[src/rtl/gate_boy_pkg.sv]
// Shared Game Boy CPU types: register selectors, flag bit positions, M-cycle timing
// and the register-file state record with its read helpers.
package gate_boy_pkg;

    localparam int DATA_WIDTH         = 8;
    localparam int TCYCLES_PER_MCYCLE = 4;
    localparam logic [1:0] LAST_TCYCLE = 2'(TCYCLES_PER_MCYCLE - 1);

    localparam int FLAG_Z = 7;
    localparam int FLAG_N = 6;
    localparam int FLAG_H = 5;
    localparam int FLAG_C = 4;

    typedef enum logic [3:0] {
        R8_B, R8_C, R8_D, R8_E, R8_H, R8_L, R8_A, R8_F, R8_W, R8_Z
    } reg8_sel_t;

    typedef enum logic [2:0] {
        R16_BC, R16_DE, R16_HL, R16_SP, R16_PC, R16_AF, R16_WZ
    } reg16_sel_t;

    typedef struct packed {
        logic [DATA_WIDTH-1:0] a, f, b, c, d, e, h, l, w, z;
        logic [15:0]           sp, pc;
    } reg_state_t;

    // F's low nibble does not exist architecturally, so every read masks it.
    function automatic logic [7:0] read8(input reg_state_t s, input reg8_sel_t sel);
        logic [7:0] v;
        v = '0;
        case (sel)
            R8_B: v = s.b;
            R8_C: v = s.c;
            R8_D: v = s.d;
            R8_E: v = s.e;
            R8_H: v = s.h;
            R8_L: v = s.l;
            R8_A: v = s.a;
            R8_F: v = {s.f[FLAG_Z:FLAG_C], 4'h0};
            R8_W: v = s.w;
            R8_Z: v = s.z;
            default: v = '0;
        endcase
        return v;
    endfunction

    function automatic logic [15:0] read16(input reg_state_t s, input reg16_sel_t sel);
        logic [15:0] v;
        v = '0;
        case (sel)
            R16_BC: v = {s.b, s.c};
            R16_DE: v = {s.d, s.e};
            R16_HL: v = {s.h, s.l};
            R16_SP: v = s.sp;
            R16_PC: v = s.pc;
            R16_AF: v = {s.a, s.f[FLAG_Z:FLAG_C], 4'h0};
            R16_WZ: v = {s.w, s.z};
            default: v = '0;
        endcase
        return v;
    endfunction

endpackage

[src/rtl/reg_file_tcycle_ctr.sv]
// T-cycle phase counter: advances 0..3 while cpu_en is high, freezes otherwise,
// and flags the last T-cycle of an enabled M-cycle as the commit slot.
module tcycle_ctr
    import gate_boy_pkg::*;
(
    input  logic       clk,
    input  logic       rst_n,
    input  logic       cpu_en,
    output logic [1:0] tcycle,
    output logic       commit
);

    logic [1:0] tcycle_q;
    logic [1:0] tcycle_d;

    always_comb begin
        tcycle_d = tcycle_q;
        if (cpu_en) tcycle_d = tcycle_q + 2'd1;
    end

    always_ff @(posedge clk or negedge rst_n) begin
        if (!rst_n) tcycle_q <= 2'd0;
        else        tcycle_q <= tcycle_d;
    end

    assign tcycle = tcycle_q;
    assign commit = (tcycle_q == LAST_TCYCLE) && cpu_en;

endmodule

[src/rtl/reg_file.sv]
// Game Boy CPU register file with M-cycle-aligned commits and a latched address bus.
// Define REGFILE_BYPASS_EN to forward the committing value onto the read ports.
module reg_file
    import gate_boy_pkg::*;
#(
    parameter logic [15:0] RESET_PC = 16'h0000,
    parameter logic [15:0] RESET_SP = 16'h0000
) (
    input  logic        clk,
    input  logic        rst_n,
    input  logic        cpu_en,
    output logic [1:0]  tcycle,
    output logic        commit,
    input  reg16_sel_t  rd16_sel,
    output logic [15:0] rd16_data,
    input  reg8_sel_t   rd8_sel,
    output logic [7:0]  rd8_data,
    input  reg16_sel_t  addr_sel,
    output logic [15:0] addr,
    input  logic        wr16_en,
    input  reg16_sel_t  wr16_sel,
    input  logic [15:0] wr16_data,
    input  logic        wr8_en,
    input  reg8_sel_t   wr8_sel,
    input  logic [7:0]  wr8_data,
    input  logic [3:0]  flag_we,
    input  logic [3:0]  flag_in
);

    reg_state_t  state_q;
    reg_state_t  state_d;
    reg_state_t  read_view;
    logic [15:0] addr_q;

    tcycle_ctr u_tcycle_ctr (
        .clk    (clk),
        .rst_n  (rst_n),
        .cpu_en (cpu_en),
        .tcycle (tcycle),
        .commit (commit)
    );

    // Applied lowest precedence first so later writes override per byte: flags, wr16, wr8.
    always_comb begin
        state_d = state_q;
        if (commit) begin
            state_d.f[FLAG_Z:FLAG_C] = (state_q.f[FLAG_Z:FLAG_C] & ~flag_we) | (flag_in & flag_we);
            if (wr16_en) begin
                case (wr16_sel)
                    R16_BC: {state_d.b, state_d.c} = wr16_data;
                    R16_DE: {state_d.d, state_d.e} = wr16_data;
                    R16_HL: {state_d.h, state_d.l} = wr16_data;
                    R16_SP: state_d.sp = wr16_data;
                    R16_PC: state_d.pc = wr16_data;
                    R16_AF: {state_d.a, state_d.f} = wr16_data;
                    R16_WZ: {state_d.w, state_d.z} = wr16_data;
                    default: ;
                endcase
            end
            if (wr8_en) begin
                case (wr8_sel)
                    R8_B: state_d.b = wr8_data;
                    R8_C: state_d.c = wr8_data;
                    R8_D: state_d.d = wr8_data;
                    R8_E: state_d.e = wr8_data;
                    R8_H: state_d.h = wr8_data;
                    R8_L: state_d.l = wr8_data;
                    R8_A: state_d.a = wr8_data;
                    R8_F: state_d.f = wr8_data;
                    R8_W: state_d.w = wr8_data;
                    R8_Z: state_d.z = wr8_data;
                    default: ;
                endcase
            end
            state_d.f[3:0] = 4'h0;
        end
    end

    always_ff @(posedge clk or negedge rst_n) begin
        if (!rst_n) begin
            state_q    <= '0;
            state_q.pc <= RESET_PC;
            state_q.sp <= RESET_SP;
            addr_q     <= RESET_PC;
        end else begin
            state_q <= state_d;
            // Capture at the edge leaving T0; no commit can coincide, so this is pre-commit state.
            if (cpu_en && (tcycle == 2'd0)) addr_q <= read16(state_q, addr_sel);
        end
    end

`ifdef REGFILE_BYPASS_EN
    assign read_view = state_d;
`else
    assign read_view = state_q;
`endif

    assign rd16_data = read16(read_view, rd16_sel);
    assign rd8_data  = read8(read_view, rd8_sel);
    assign addr      = addr_q;

endmodule

[config.mk]
export PLATFORM = sky130hd
export DESIGN_NAME = reg_file
export DESIGN_NICKNAME = d
export VERILOG_FILES = /design/src/rtl/gate_boy_pkg.sv /design/src/rtl/reg_file_tcycle_ctr.sv /design/src/rtl/reg_file.sv
export SDC_FILE = /design/constraint.sdc
export NUM_CORES = 1
export LEC_CHECK = 0
export BUFFER_PORTS_ARGS = -buffer_cell sky130_fd_sc_hd__buf_2
export CORE_MARGIN = 2
export CORE_UTILIZATION = 59
export CTS_CLUSTER_DIAMETER = 100
export DETAILED_ROUTE_END_ITERATION = 10
export PLACE_DENSITY_LB_ADDON = 0.12
export SYNTH_ARGS = -nofsm -noshare
export SYNTH_HDL_FRONTEND = slang
export SYNTH_SLANG_ARGS = --single-unit
[constraint.sdc]
create_clock -name clk -period 2.7 [get_ports clk]
set_input_delay 0.135 -clock clk [delete_from_list [all_inputs] [get_ports clk]]
set_output_delay 0.135 -clock clk [all_outputs]
set_load 0.1 [all_outputs]
After elaboration in Yosys (flattened, before gate mapping)
Index checks and enable logic that the tools add are counted.
{"block": "totals", "register_bits": 126, "in_bits": 54, "output_inout_bits": 43, "wordCells": 88}
{"block": "classes", "n_addsub": 1, "n_eq_ne": 37, "n_mux": 22, "bitwise": 4, "reduce_logical": 10}
{"operator": "case mux 16 bit (7 select lines)", "n": 2}
{"operator": "2-to-1 mux 112 bit", "n": 1}
{"operator": "2-to-1 mux 16 bit", "n": 7}
{"operator": "2-to-1 mux 8 bit", "n": 10}
{"operator": "2-to-1 mux 80 bit", "n": 1}
{"operator": "case mux 8 bit (10 select lines)", "n": 1}
{"operator": "== test 4 x 3 -> 1 bit, second input constant", "n": 8}
{"operator": "== test 3 bit, second input constant", "n": 9}
{"operator": "== test 3 x 2 -> 1 bit, second input constant", "n": 6}
{"operator": "== test 4 x 2 -> 1 bit, second input constant", "n": 4}
{"operator": "== test 4 bit, second input constant", "n": 4}
{"operator": "== test 3 x 1 -> 1 bit, second input constant", "n": 3}
{"operator": "logical NOT 3 bit", "n": 3}
{"operator": "bitwise AND 4 bit", "n": 2}
{"operator": "== test 4 x 1 -> 1 bit, second input constant", "n": 2}
{"operator": "logical NOT 4 bit", "n": 2}
{"operator": "AND reduction 3 bit", "n": 2}
{"operator": "NOT 4 bit", "n": 1}
{"operator": "bitwise OR 4 bit", "n": 1}
{"operator": "adder 2 x 1 -> 2 bit, second input constant", "n": 1}
{"operator": "== test 2 bit, second input constant", "n": 1}
{"operator": "logical AND 1 bit", "n": 2}
{"operator": "logical NOT 2 bit", "n": 1}

Depth between registers and ports, before layout
Gate-level depths: netlist of the first run.
{"block": "logic_depth", "depth_word": 7, "depth_mapped": 7, "mapped_depth_nobuf": 6}

Hierarchy
From an unflattened synthesis of the first run, not the netlist that was laid out.
{"block": "unflattened", "hier_cells": 783, "area_unflattened_um2": 8142.8}
{"module": "reg_file", "instances": 1, "cells_each": 777, "area_per_inst_um2": 8049.0, "seq_area_each_um2": 3103.0}
{"module": "tcycle_ctr", "instances": 1, "cells_each": 6, "area_per_inst_um2": 93.8, "seq_area_each_um2": 50.0}

Worst setup path after synthesis of the first run
No wires, ideal clock.
{"block": "synth_timing", "path_type": "input -> output", "from": "input port rd8_sel[0]", "to": "output port rd8_data[4]", "arrival_ps": 4193, "required_time_ps": 2565, "setup_slack_ps": -1628, "cell_stages": 4, "n_path_buf": 3, "path_cell_list": "buf_2 > buf_2 > clkbuf_1 > o311ai_0"}
{"block": "synth_via", "elab_chain_cells": 2, "elab_cells_between_ends": 11, "cone_classes": "eq/ne (9); mux (1); reduce/logical (1)"}
{"item": "start: declaration", "line_no": "reg_file.sv:16", "source": "input reg8_sel_t rd8_sel,"}
{"item": "== test 4 bit (tied with other cells)", "line_no": "gate_boy_pkg.sv:31", "source": "case (sel)"}
{"item": "case mux 8 bit (10 select lines) *", "line_no": "gate_boy_pkg.sv:31"}
{"item": "end: declaration", "line_no": "reg_file.sv:17", "source": "output logic [7:0] rd8_data,"}
Mark *: on every way between the ends. The rest lies on a longest branch, timed or not.

Worst setup path after layout of the first run
{"block": "layout_timing", "from": "register state_q (netlist bit read_view[64])", "to": "output port rd8_data[0]"}
{"block": "layout_via", "elab_chain_cells": 1}
{"item": "start: declaration", "line_no": "reg_file.sv:30", "source": "reg_state_t state_q;"}
{"item": "start signal: assignment", "line_no": "reg_file.sv:86", "source": "state_q <= state_d;"}
{"item": "case mux 8 bit (10 select lines)", "line_no": "gate_boy_pkg.sv:31"}
Every way passes these cells.

==> reports/summary.txt, run 1 <==
Crit-path leading delay family = simple AND/OR/NAND/NOR gates
CP max-delay cell = or4_1
Reg-to-reg slack, setup = 0.41 ns
Mapped Nets = 842
Net Sw Power = 5.21 mW
Yosys reg bits = 126
Share of the yosys chip area belonging to registers = 38.9%
GRT Overall Usage = 43.2%
Primary FF master, synth = dfrtp_1
Hold endpoint = u_tcycle_ctr.tcycle[0]
HPWL after detailed placement = 21.7 mm
Crit Path Class = reg -> out
Switching Fraction = 46.9%
Fmax = 0.390 GHz
Unrepaired setup endpoints after global routing = false
Int Power = 5.90 mW
CP cell instances = mux2_2, a221oi_1, a211oi_1, or4_1, buf_2
Hold WC Path Type = in -> reg
Via count = 7940
Initial antenna violation count = 0
GPL Wtd Cong = 1.07
Fin area = 9480 um^2
Post-Route Utilization = 71.0%
Syn Area/Cell = 10.3 um^2
Startpoint Class = flop
Area leader, netlist = dfrtp_1
Overflow after GRT = 0
Starting density of the core = 60.7%
1st-iter DRT viols = 1301
Critical Path AT = 2.43 ns
Syn Inst Count = 786
CTS buffer count = 17
I/O pin total = 97
NumNets Final = 915
Clock insertion delay at the later pin of the skew report = 0.43 ns
Beginning of the worst register-to-register path = u_tcycle_ctr.tcycle[0]
Final hold slack = 0.0458 ns
Max-Cap Viols = 0
Area delta synth->final = 17.0%
Clk slew on worst S/H paths = 0.06 ns
Clock Power Share = 21.6%
Largest net degree at the start of global routing = 57
Routed length per instance = 29.5 um
Yosys cell types = 71
Yosys Warn Count = 0
Top cell type's share of synthesized area = 38.9%
Share of layout cells above drive strength 1 = 26.1%
Root Driver = clkbuf_16
Worst Path Max Fanout = 4
Synth area leaders = dfrtp_1 (39%), a2bb2oi_1 (6.3%), mux2i_1 (5.1%)
Critical path buffers and inverters = 1
Setup tns final = 0 ns
Worst slew pin tran = 0.954 ns
Pleak = 4.24 nW
Placed cell areas = 8850 um^2
Crit. End Element = primary output
EDFF count, synth = 0
Die area = 14700 um^2
Port Buf Inserts = 96
Slew Viols, Final = 0
Reg2reg end = read_view[4]
Longest Clk Path Bufs = 2
H-tree levels = 4
Outcome = complete, no violations
Slowest stage delay, CP = 0.56 ns
WHS Path Cells = 2
First-pass GRT wire length = 46.3 mm
Antenna viol nets, final = 0
Number of setup buffers added after CTS = 0
Tcrit/Tclk final = 94.8%
Seq pwr share = 36.1%
Pwr Density = 1170 nW/um^2
Slew HR = 36.0%
Vias in the first global route = 7714
Drt pass-1 iters = 6
Tmin final = 2.56 ns
Final hold violations = 0
Antenna cells = 0
Clk sink count = 126
Final wirelength = 30.9 mm
Setup violators final = 0
Die W = 121 um
Total chip power = 11.1 mW
Worst VDD drop = 0.000816 V
DRC = 0
Hold Startpoint = cpu_en
Clock Skew = 0.00927 ns
Data required time of the worst path = 2.57 ns
FP Rows = 42
TritonCTS clock tree = done
Die height = 121 um
Comb power frac = 42.4%
Vias per cell = 7.58
Core area = 13300 um^2
Synthesized area = 8100 um^2
Asr flop ratio synth = 100%
Reg2Reg Depth = 5
## flip-flops by register name, indices dropped and copies added, names as in the netlist
register and flops:
read_view 108, addr 16, u_tcycle_ctr.tcycle 2
## layout make-up
type / count / area, um^2
clock buffer: 19 / 453
clock inverter: 13 / 164
fill: 1035 / 3870
inverter: 7 / 27.5
multi-input combinational: 583 / 4600
sequential: 126 / 3150
tap: 176 / 220
timing repair buffer: 124 / 858
## power by group through the flow
stage	clock [mW]	combinational [mW]	sequential, mW
detailed placement	0	4.63	3.89
finish	2.40	4.71	4.01
global route	2.47	4.95	4.01
CTS	2.39	4.66	3.88
global placement	0	4.54	3.86
floorplan	0	2.91	4.06
## metrics by stage
step	setup slack, ns	cells
6_report	0.139	1048
5_1_grt	0.0528	1048
4_1_cts	0.159	1048
3_5_place_dp	0.486	1015
3_3_place_gp	0.571	1015
2_1_floorplan	-0.450	786
## repair_timing
action | in CTS | in global routing
endpoints found under the setup margin | 0 | 1
gates resized for setup | 0 | 1
hold buffers | 1 | 0
hold endpoints to repair | 41 | 0
## cell families (layout without fill, tap and decap cells)
kind of cell | Yosys count | count (layout) | share of synthesized area, %
xor gates and xnor gates | 1 | 1 | 0.108
adders and majority gates | 2 | 2 | 0.309
and+or+nand+nor | 177 | 177 | 12.3
muxes | 113 | 113 | 17.4
buffers and inverters | 77 | 163 | 4.28
AOI/OAI and AO/OA | 290 | 290 | 26.7
DFF | 126 | 126 | 38.9
## per-layer routing
layer | vias to the layer above | wire, um | GRT usage, %
met3 | 128 | 4350 | 15.9
met5 | - | 0 | 0
met1 | 3839 | 11600 | 57.6
met4 | 0 | 1450 | 19.5
li1 | 3273 | - | -
met2 | 700 | 13500 | 62.9
## layout by cell type, fill, tap and decap left out, types with 11 or more instances in the layout
master     instances
buf_12            11
o21ai_0           19
mux4_2            17
nor2_1            36
dfrtp_1          126
clkbuf_16         17
a221oi_1          12
a2bb2oi_1         58
nand2_1           40
mux2_2            34
o22ai_1           59
nor2b_1           15
buf_2             85
mux2i_1           41
a22oi_1           16
a221o_1           16
mux2_1            21
and3_1            25
buf_4             26
a21oi_1           33
## Yosys cell counts (15+ instances only)
master,count
dfrtp_1,126
o22ai_1,59
a2bb2oi_1,58
mux2i_1,41
nand2_1,40
nor2_1,36
mux2_2,34
a21oi_1,33
buf_2,32
and3_1,25
o21ai_0,25
clkbuf_1,22
mux2_1,21
mux4_2,17
a221o_1,16
a22oi_1,16
nor2b_1,15
## how the worst max path moves through the flow
stage,from,to,slack (ns),depth (start not counted)
after floorplan,rd8_sel[0],rd8_data[4],-0.45,4
after global placement,rd8_sel[3],rd8_data[1],0.57,7
after detailed placement,u_tcycle_ctr.tcycle[0],read_view[4],0.49,5
after CTS,u_tcycle_ctr.tcycle[0],commit,0.16,5
after global routing,u_tcycle_ctr.tcycle[0],commit,0.05,5
final,read_view[64],rd8_data[0],0.14,5
(Power assumes the default switching activity.)
==> run 2, diff against run 1 <==
--- a/config.mk
+++ b/config.mk
@@ -6,7 +6,8 @@
 export NUM_CORES = 1
 export LEC_CHECK = 0
 export BUFFER_PORTS_ARGS = -buffer_cell sky130_fd_sc_hd__buf_2
-export CORE_MARGIN = 2
+export CORE_ASPECT_RATIO = 0.9
+export CORE_MARGIN = 10
 export CORE_UTILIZATION = 59
 export CTS_CLUSTER_DIAMETER = 100
 export DETAILED_ROUTE_END_ITERATION = 10
==> run 2 against run 1 <==
  * Final cell count decreased by 0.67%
  * Routed wire length increased by 3.5%
  * Setup slack got worse by 0.068 ns
  * Register-to-register slack about the same
  * Critical path depth unchanged
  * Largest power group unchanged
  * Die area increased by 28%
==> reports/summary.txt, run 2 (same netlist as run 1, synthesis figures left out) <==
Longest Clk Path Bufs = 2 (unchanged)
Slew Viols, Final = 0 (unchanged)
Startpoint Class = flop
GPL Wtd Cong = 0.969 (-9.2%)
Final wirelength = 32.0 mm (+3.5%)
First-pass GRT wire length = 48.9 mm (+5.7%)
Clock insertion delay at the later pin of the skew report = 0.43 ns (about the same)
DRC = 0 (unchanged)
Slew HR = 39.0% (+3.1 points)
Share of layout cells above drive strength 1 = 26.0% (-0.11 points)
HPWL after detailed placement = 23.1 mm (+6.3%)
Port Buf Inserts = 96 (unchanged)
Area delta synth->final = 16.9% (about the same)
Sequential cell area = 3150 um^2 (unchanged)
Clk slew on worst S/H paths = 0.06 ns (about the same)
Crit Path Class = reg -> out
Routed length per instance = 30.7 um (+4.2%)
Clk sink count = 126 (unchanged)
Largest net degree at the start of global routing = 54 (-5.3%)
Crit. End Element = primary output
Hold WC Path Type = in -> reg
I/O pin total = 97 (unchanged)
Clock Skew = 0.0135 ns (+0.00427 ns)
Unrepaired setup endpoints after global routing = false
Fillers = 1000 (-3.4%)
Tcrit/Tclk final = 97.4% (+2.5 points)
Max reg flops = 108 (unchanged)
Critical Path AT = 2.49 ns (+0.06 ns)
Outcome = complete, no violations
Starting density of the core = 60.4% (-0.29 points)
Data required time of the worst path = 2.57 ns (about the same)
NumNets Final = 916 (+0.11%)
Drt pass-1 iters = 6 (unchanged)
FP Rows = 40 (-4.8%)
CTS buffer count = 17 (unchanged)
1st-iter DRT viols = 1324 (+1.8%)
Worst Path Max Fanout = 4 (unchanged)
H-tree levels = 4 (unchanged)
Die W = 144 um (+18%)
TritonCTS clock tree = done
Most common cell after layout, fill and taps aside = dfrtp_1
Final hold violations = 0 (unchanged)
Most frequent cells in the layout = dfrtp_1 (126), buf_2 (82), o22ai_1 (59)
Antenna viol nets, final = 0 (unchanged)
Pwr Density = 1180 nW/um^2 (+0.52%)
Multi-input gate area in the final layout = 4600 um^2 (unchanged)
Vias per cell = 7.72 (+1.9%)
Non-Filler Instances = 1041 (-0.67%)
Placed insts = 1008 (-0.69%)
Initial antenna violation count = 1 (+1)
Setup tns final = 0 ns (unchanged)
Worst slew pin tran = 0.915 ns (-0.0396 ns)
Worst VDD drop = 0.00104 V (+28%)
Max-Cap Viols = 0 (unchanged)
Root Driver = clkbuf_16
Setup violators final = 0 (unchanged)
Total chip power = 11.2 mW (+0.44%)
Core area = 13400 um^2 (+0.49%)
Via count = 8037 (+1.2%)
Die height = 131 um (+8.2%)
GRT Overall Usage = 33.9% (-9.3 points)
Fmax = 0.380 GHz (-2.6%)
Tmin final = 2.63 ns (+0.0678 ns)
Die area = 18800 um^2 (+28%)
Vias in the first global route = 7911 (+2.6%)
Overflow after GRT = 0 (unchanged)
Pleak = 4.24 nW (about the same)
## run 2: changes by cell type in the layout (fill, tap and decap cells not counted)
cell        before  now
buf_12          11   12
buf_2           85   82
buf_4           26   29
bufinv_16        3    2
clkbuf_1         0    1
clkinv_2         3    2
clkinv_4         2    3
clkinvlp_4       5    2
diode_2          0    1
inv_6            1    3
## run 2: repair_timing
action                                  in CTS  in global routing
buffers inserted                             0                  0
hold endpoints to repair                    49                  0
gates resized for setup                      0                  1
hold buffers                                 1                  0
endpoints found under the setup margin       0                  1
## run 2: area by class of cell
class,instances,share of cell area (%)
clock buffer,20,4.82
multi-input combinational,583,48.6
antenna,1,0.0264
inverter,7,0.291
tap,168,2.22
sequential,126,33.3
timing repair buffer,125,9.35
clock inverter,11,1.40
## run 2: metrics by stage
step	utilization [%]	hold WS (ns)	area, um^2	setup WS (ns)
after floorplan	-	-0.161	8110	-0.450
after global placement	66.1	0.198	8870	0.545
after detailed placement	66.1	0.211	8870	0.543
after CTS	70.6	0.0225	9470	0.0863
after global routing	70.6	0.0507	9470	0.00436
final	70.6	0.0460	9470	0.0713
## run 2: layer usage
metal	vias to the layer above	track usage, %	wire length, um
met5	-	0	0
met4	0	11.7	1110
met3	110	13.1	4670
met2	708	49.9	14100
met1	3953	44.6	12100
li1	3266	-	-
## run 2: worst max-delay path: stages (launching register included)
cell      delay, ns
dfrtp_1        0.43
mux2_2         0.29
a221oi_1       0.36
a211oi_1       0.10
or4_1          0.58
clkbuf_4       0.31
## run 2: power breakdown
| group | leakage [nW] | switching, mW | internal, mW |
|---|---|---|---|
| registers | 1.62 | 1.34 | 2.72 |
| clock network | 0.283 | 0.903 | 1.41 |
| logic | 2.34 | 3.06 | 1.73 |
| total | 4.24 | 5.30 | 5.87 |
## run 2: final timing paths
path / start / end / slack, ns / cells after the start
max in group asynchronous: rst_n / read_view[68] / 1.57 / 3
min in group asynchronous: rst_n / read_view[55] / 0.29 / 2
max reg2reg: u_tcycle_ctr.tcycle[0] / read_view[3] / 0.42 / 5
min: cpu_en / u_tcycle_ctr.tcycle[0] / 0.05 / 2
min reg2reg: addr[2] / addr[2] / 0.47 / 2
max: read_view[64] / rd8_data[0] / 0.07 / 5
==> run 3, diff against run 2 <==
--- a/config.mk
+++ b/config.mk
@@ -6,9 +6,11 @@
 export NUM_CORES = 1
 export LEC_CHECK = 0
 export BUFFER_PORTS_ARGS = -buffer_cell sky130_fd_sc_hd__buf_2
+export CELL_PAD_IN_SITES_DETAIL_PLACEMENT = 1
+export CELL_PAD_IN_SITES_GLOBAL_PLACEMENT = 1
 export CORE_ASPECT_RATIO = 0.9
 export CORE_MARGIN = 10
-export CORE_UTILIZATION = 59
+export CORE_UTILIZATION = 47
 export CTS_CLUSTER_DIAMETER = 100
 export DETAILED_ROUTE_END_ITERATION = 10
 export PLACE_DENSITY_LB_ADDON = 0.12
==> run 3 against run 2 <==
  * Maximum frequency down 0.75%
  * Setup slack lost 0.020 ns
  * Routed wire length up 6.0%
  * Critical endpoint unchanged
==> reports/summary.txt, run 3 (same netlist as run 1, synthesis figures left out) <==
Outcome = complete, no violations
Clock Skew = 0.00901 ns (-0.00453 ns)
HPWL after detailed placement = 24.5 mm (+6.1%)
Worst Path Max Fanout = 4 (unchanged)
Slew Viols, Final = 0 (unchanged)
DRC = 0 (unchanged)
Port Buf Inserts = 96 (unchanged)
H-tree levels = 4 (unchanged)
Antenna cells = 0 (-1)
Final WS setup = 0.0515 ns (-0.0198 ns)
Die W = 158 um (+10%)
Comb power frac = 42.6% (-0.3 points)
Hold Buf Count CTS = 1 (unchanged)
Clk sink count = 126 (unchanged)
Root Driver = clkbuf_16
Crit. End Element = primary output
Max reg flops = 108 (unchanged)
GPL Wtd Cong = 0.943 (-2.7%)
Critical Path AT = 2.51 ns (+0.02 ns)
TritonCTS clock tree = done
Longest Clk Path Bufs = 2 (unchanged)
Worst VDD drop = 0.000855 V (-18%)
Worst slew pin tran = 0.995 ns (+0.0799 ns)
Most common cell after layout, fill and taps aside = dfrtp_1
Tcrit/Tclk final = 98.1% (+0.73 points)
PostCTS Resize Cnt = 0 (unchanged)
Placed cell areas = 8910 um^2 (+0.47%)
Share of layout cells above drive strength 1 = 25.7% (-0.34 points)
Placed insts = 1046 (+3.8%)
Pleak = 4.23 nW (-0.32%)
Starting density of the core = 48.0% (-12 points)
Met3 Use GR = 7.99% (-5.1 points)
Setup violators final = 0 (unchanged)
First-pass GRT wire length = 51.0 mm (+4.3%)
Final hold slack = 0.0256 ns (-0.0204 ns)
Most frequent cells in the layout = dfrtp_1 (126), buf_2 (83), o22ai_1 (59)
Clk slew on worst S/H paths = 0.06 ns (about the same)
Final wirelength = 33.9 mm (+6.0%)
Int Power = 5.89 mW (+0.42%)
Seq pwr share = 36.5% (about the same)
Met2 Track Usage GR = 45.9% (-4.0 points)
Largest net degree at the start of global routing = 71 (+31%)
Fmax = 0.378 GHz (-0.75%)
Tmin final = 2.65 ns (+0.0198 ns)
Overflow after GRT = 0 (unchanged)
Routed length per instance = 31.4 um (+2.3%)
Fin area = 9520 um^2 (+0.52%)
Vias in the first global route = 8069 (+2.0%)
Area delta synth->final = 17.5%
Clock insertion delay at the later pin of the skew report = 0.43 ns (about the same)
Clock Power Share = 20.9% (+0.2 points)
Number of setup buffers added after CTS = 0 (unchanged)
Antenna viol nets, final = 0 (unchanged)
I/O pin total = 97 (unchanged)
Met1 usage = 39.6% (-5.0 points)
Hold WC Path Type = in -> reg
Crit Path Class = reg -> out
Gr busiest metal = met2
Final hold violations = 0 (unchanged)
Post-placement worst setup slack = 0.370 ns (-0.173 ns)
Initial antenna violation count = 1 (unchanged)
Post-Route Utilization = 56.4% (-14 points)
Max-Cap Viols = 0 (unchanged)
Data required time of the worst path = 2.57 ns (about the same)
Slew HR = 33.6% (-5.5 points)
Non-Filler Instances = 1079 (+3.7%)
NumNets Final = 911 (-0.55%)
Vias per cell = 7.29 (-5.6%)
Die height = 145 um (+10%)
Net Sw Power = 5.35 mW (+1.0%)
Unrepaired setup endpoints after global routing = false
Fillers = 1871 (+87%)
Switching Fraction = 47.6% (+0.16 points)
Pwr Density = 1180 nW/um^2 (+0.20%)
FP Rows = 45 (+13%)
CTS buffer count = 17 (unchanged)
Startpoint Class = flop
GRT Overall Usage = 30.0% (-3.9 points)
Via count = 7865 (-2.1%)
1st-iter DRT viols = 739 (-44%)
Die area = 22900 um^2 (+22%)
Drt pass-1 iters = 5 (-1)
Core area = 16900 um^2 (+26%)
==> run 3: cell count changes in the layout (fill, tap and decap cells not counted), sizes merged <==
cell	delta
inv	-1
clkinvlp	+1
diode	-1
buf	-4
==> run 3: final cells by class <==
type | count | area (um^2) | area share, %
clock buffer | 21 | 470 | 4.94
inverter | 7 | 27.5 | 0.289
tap | 211 | 264 | 2.77
sequential | 126 | 3150 | 33.1
clock inverter | 11 | 131 | 1.38
timing repair buffer | 120 | 871 | 9.15
multi-input combinational | 583 | 4600 | 48.4
==> run 3: worst paths after layout <==
check,slack (ns),depth (start not counted),end,start
setup / recovery,0.05,5,rd8_data[0],read_view[64]
hold reg to reg,0.47,2,addr[5],addr[5]
max in group asynchronous,1.71,3,read_view[60],rst_n
setup reg to reg,0.29,5,read_view[5],u_tcycle_ctr.tcycle[0]
hold / removal,0.03,2,u_tcycle_ctr.tcycle[0],cpu_en
min in group asynchronous,0.23,2,addr[1],rst_n
==> run 3: power groups by stage <==
| stage | combinational, mW | sequential [mW] | clock (mW) |
|---|---|---|---|
| floorplan | 2.91 | 4.06 | 0 |
| global placement | 4.63 | 3.94 | 0 |
| detailed placement | 4.75 | 3.99 | 0 |
| CTS | 4.78 | 3.98 | 2.36 |
| global route | 5.06 | 4.12 | 2.46 |
| finish | 4.79 | 4.10 | 2.35 |
==> run 3: critical path: stages, from the launching register on <==
cell and delay [ns]:
dfrtp_1 0.45, mux2_2 0.32, a221oi_1 0.32, a211oi_1 0.08, or4_1 0.59, buf_2 0.32
==> run 3: metrics by stage <==
stage          setup TNS (ns)  total power, mW
3_5_place_dp                0             8.74
5_1_grt                     0             11.6
6_report                    0             11.2
3_3_place_gp                0             8.57
4_1_cts                     0             11.1
2_1_floorplan          -0.450             6.97
==> run 3: layer usage <==
| layer | share of wire, % | vias up |
|---|---|---|
| li1 | - | 3260 |
| met1 | 40 | 4024 |
| met2 | 45 | 493 |
| met3 | 11 | 88 |
| met4 | 3.3 | 0 |
| met5 | 0 | - |
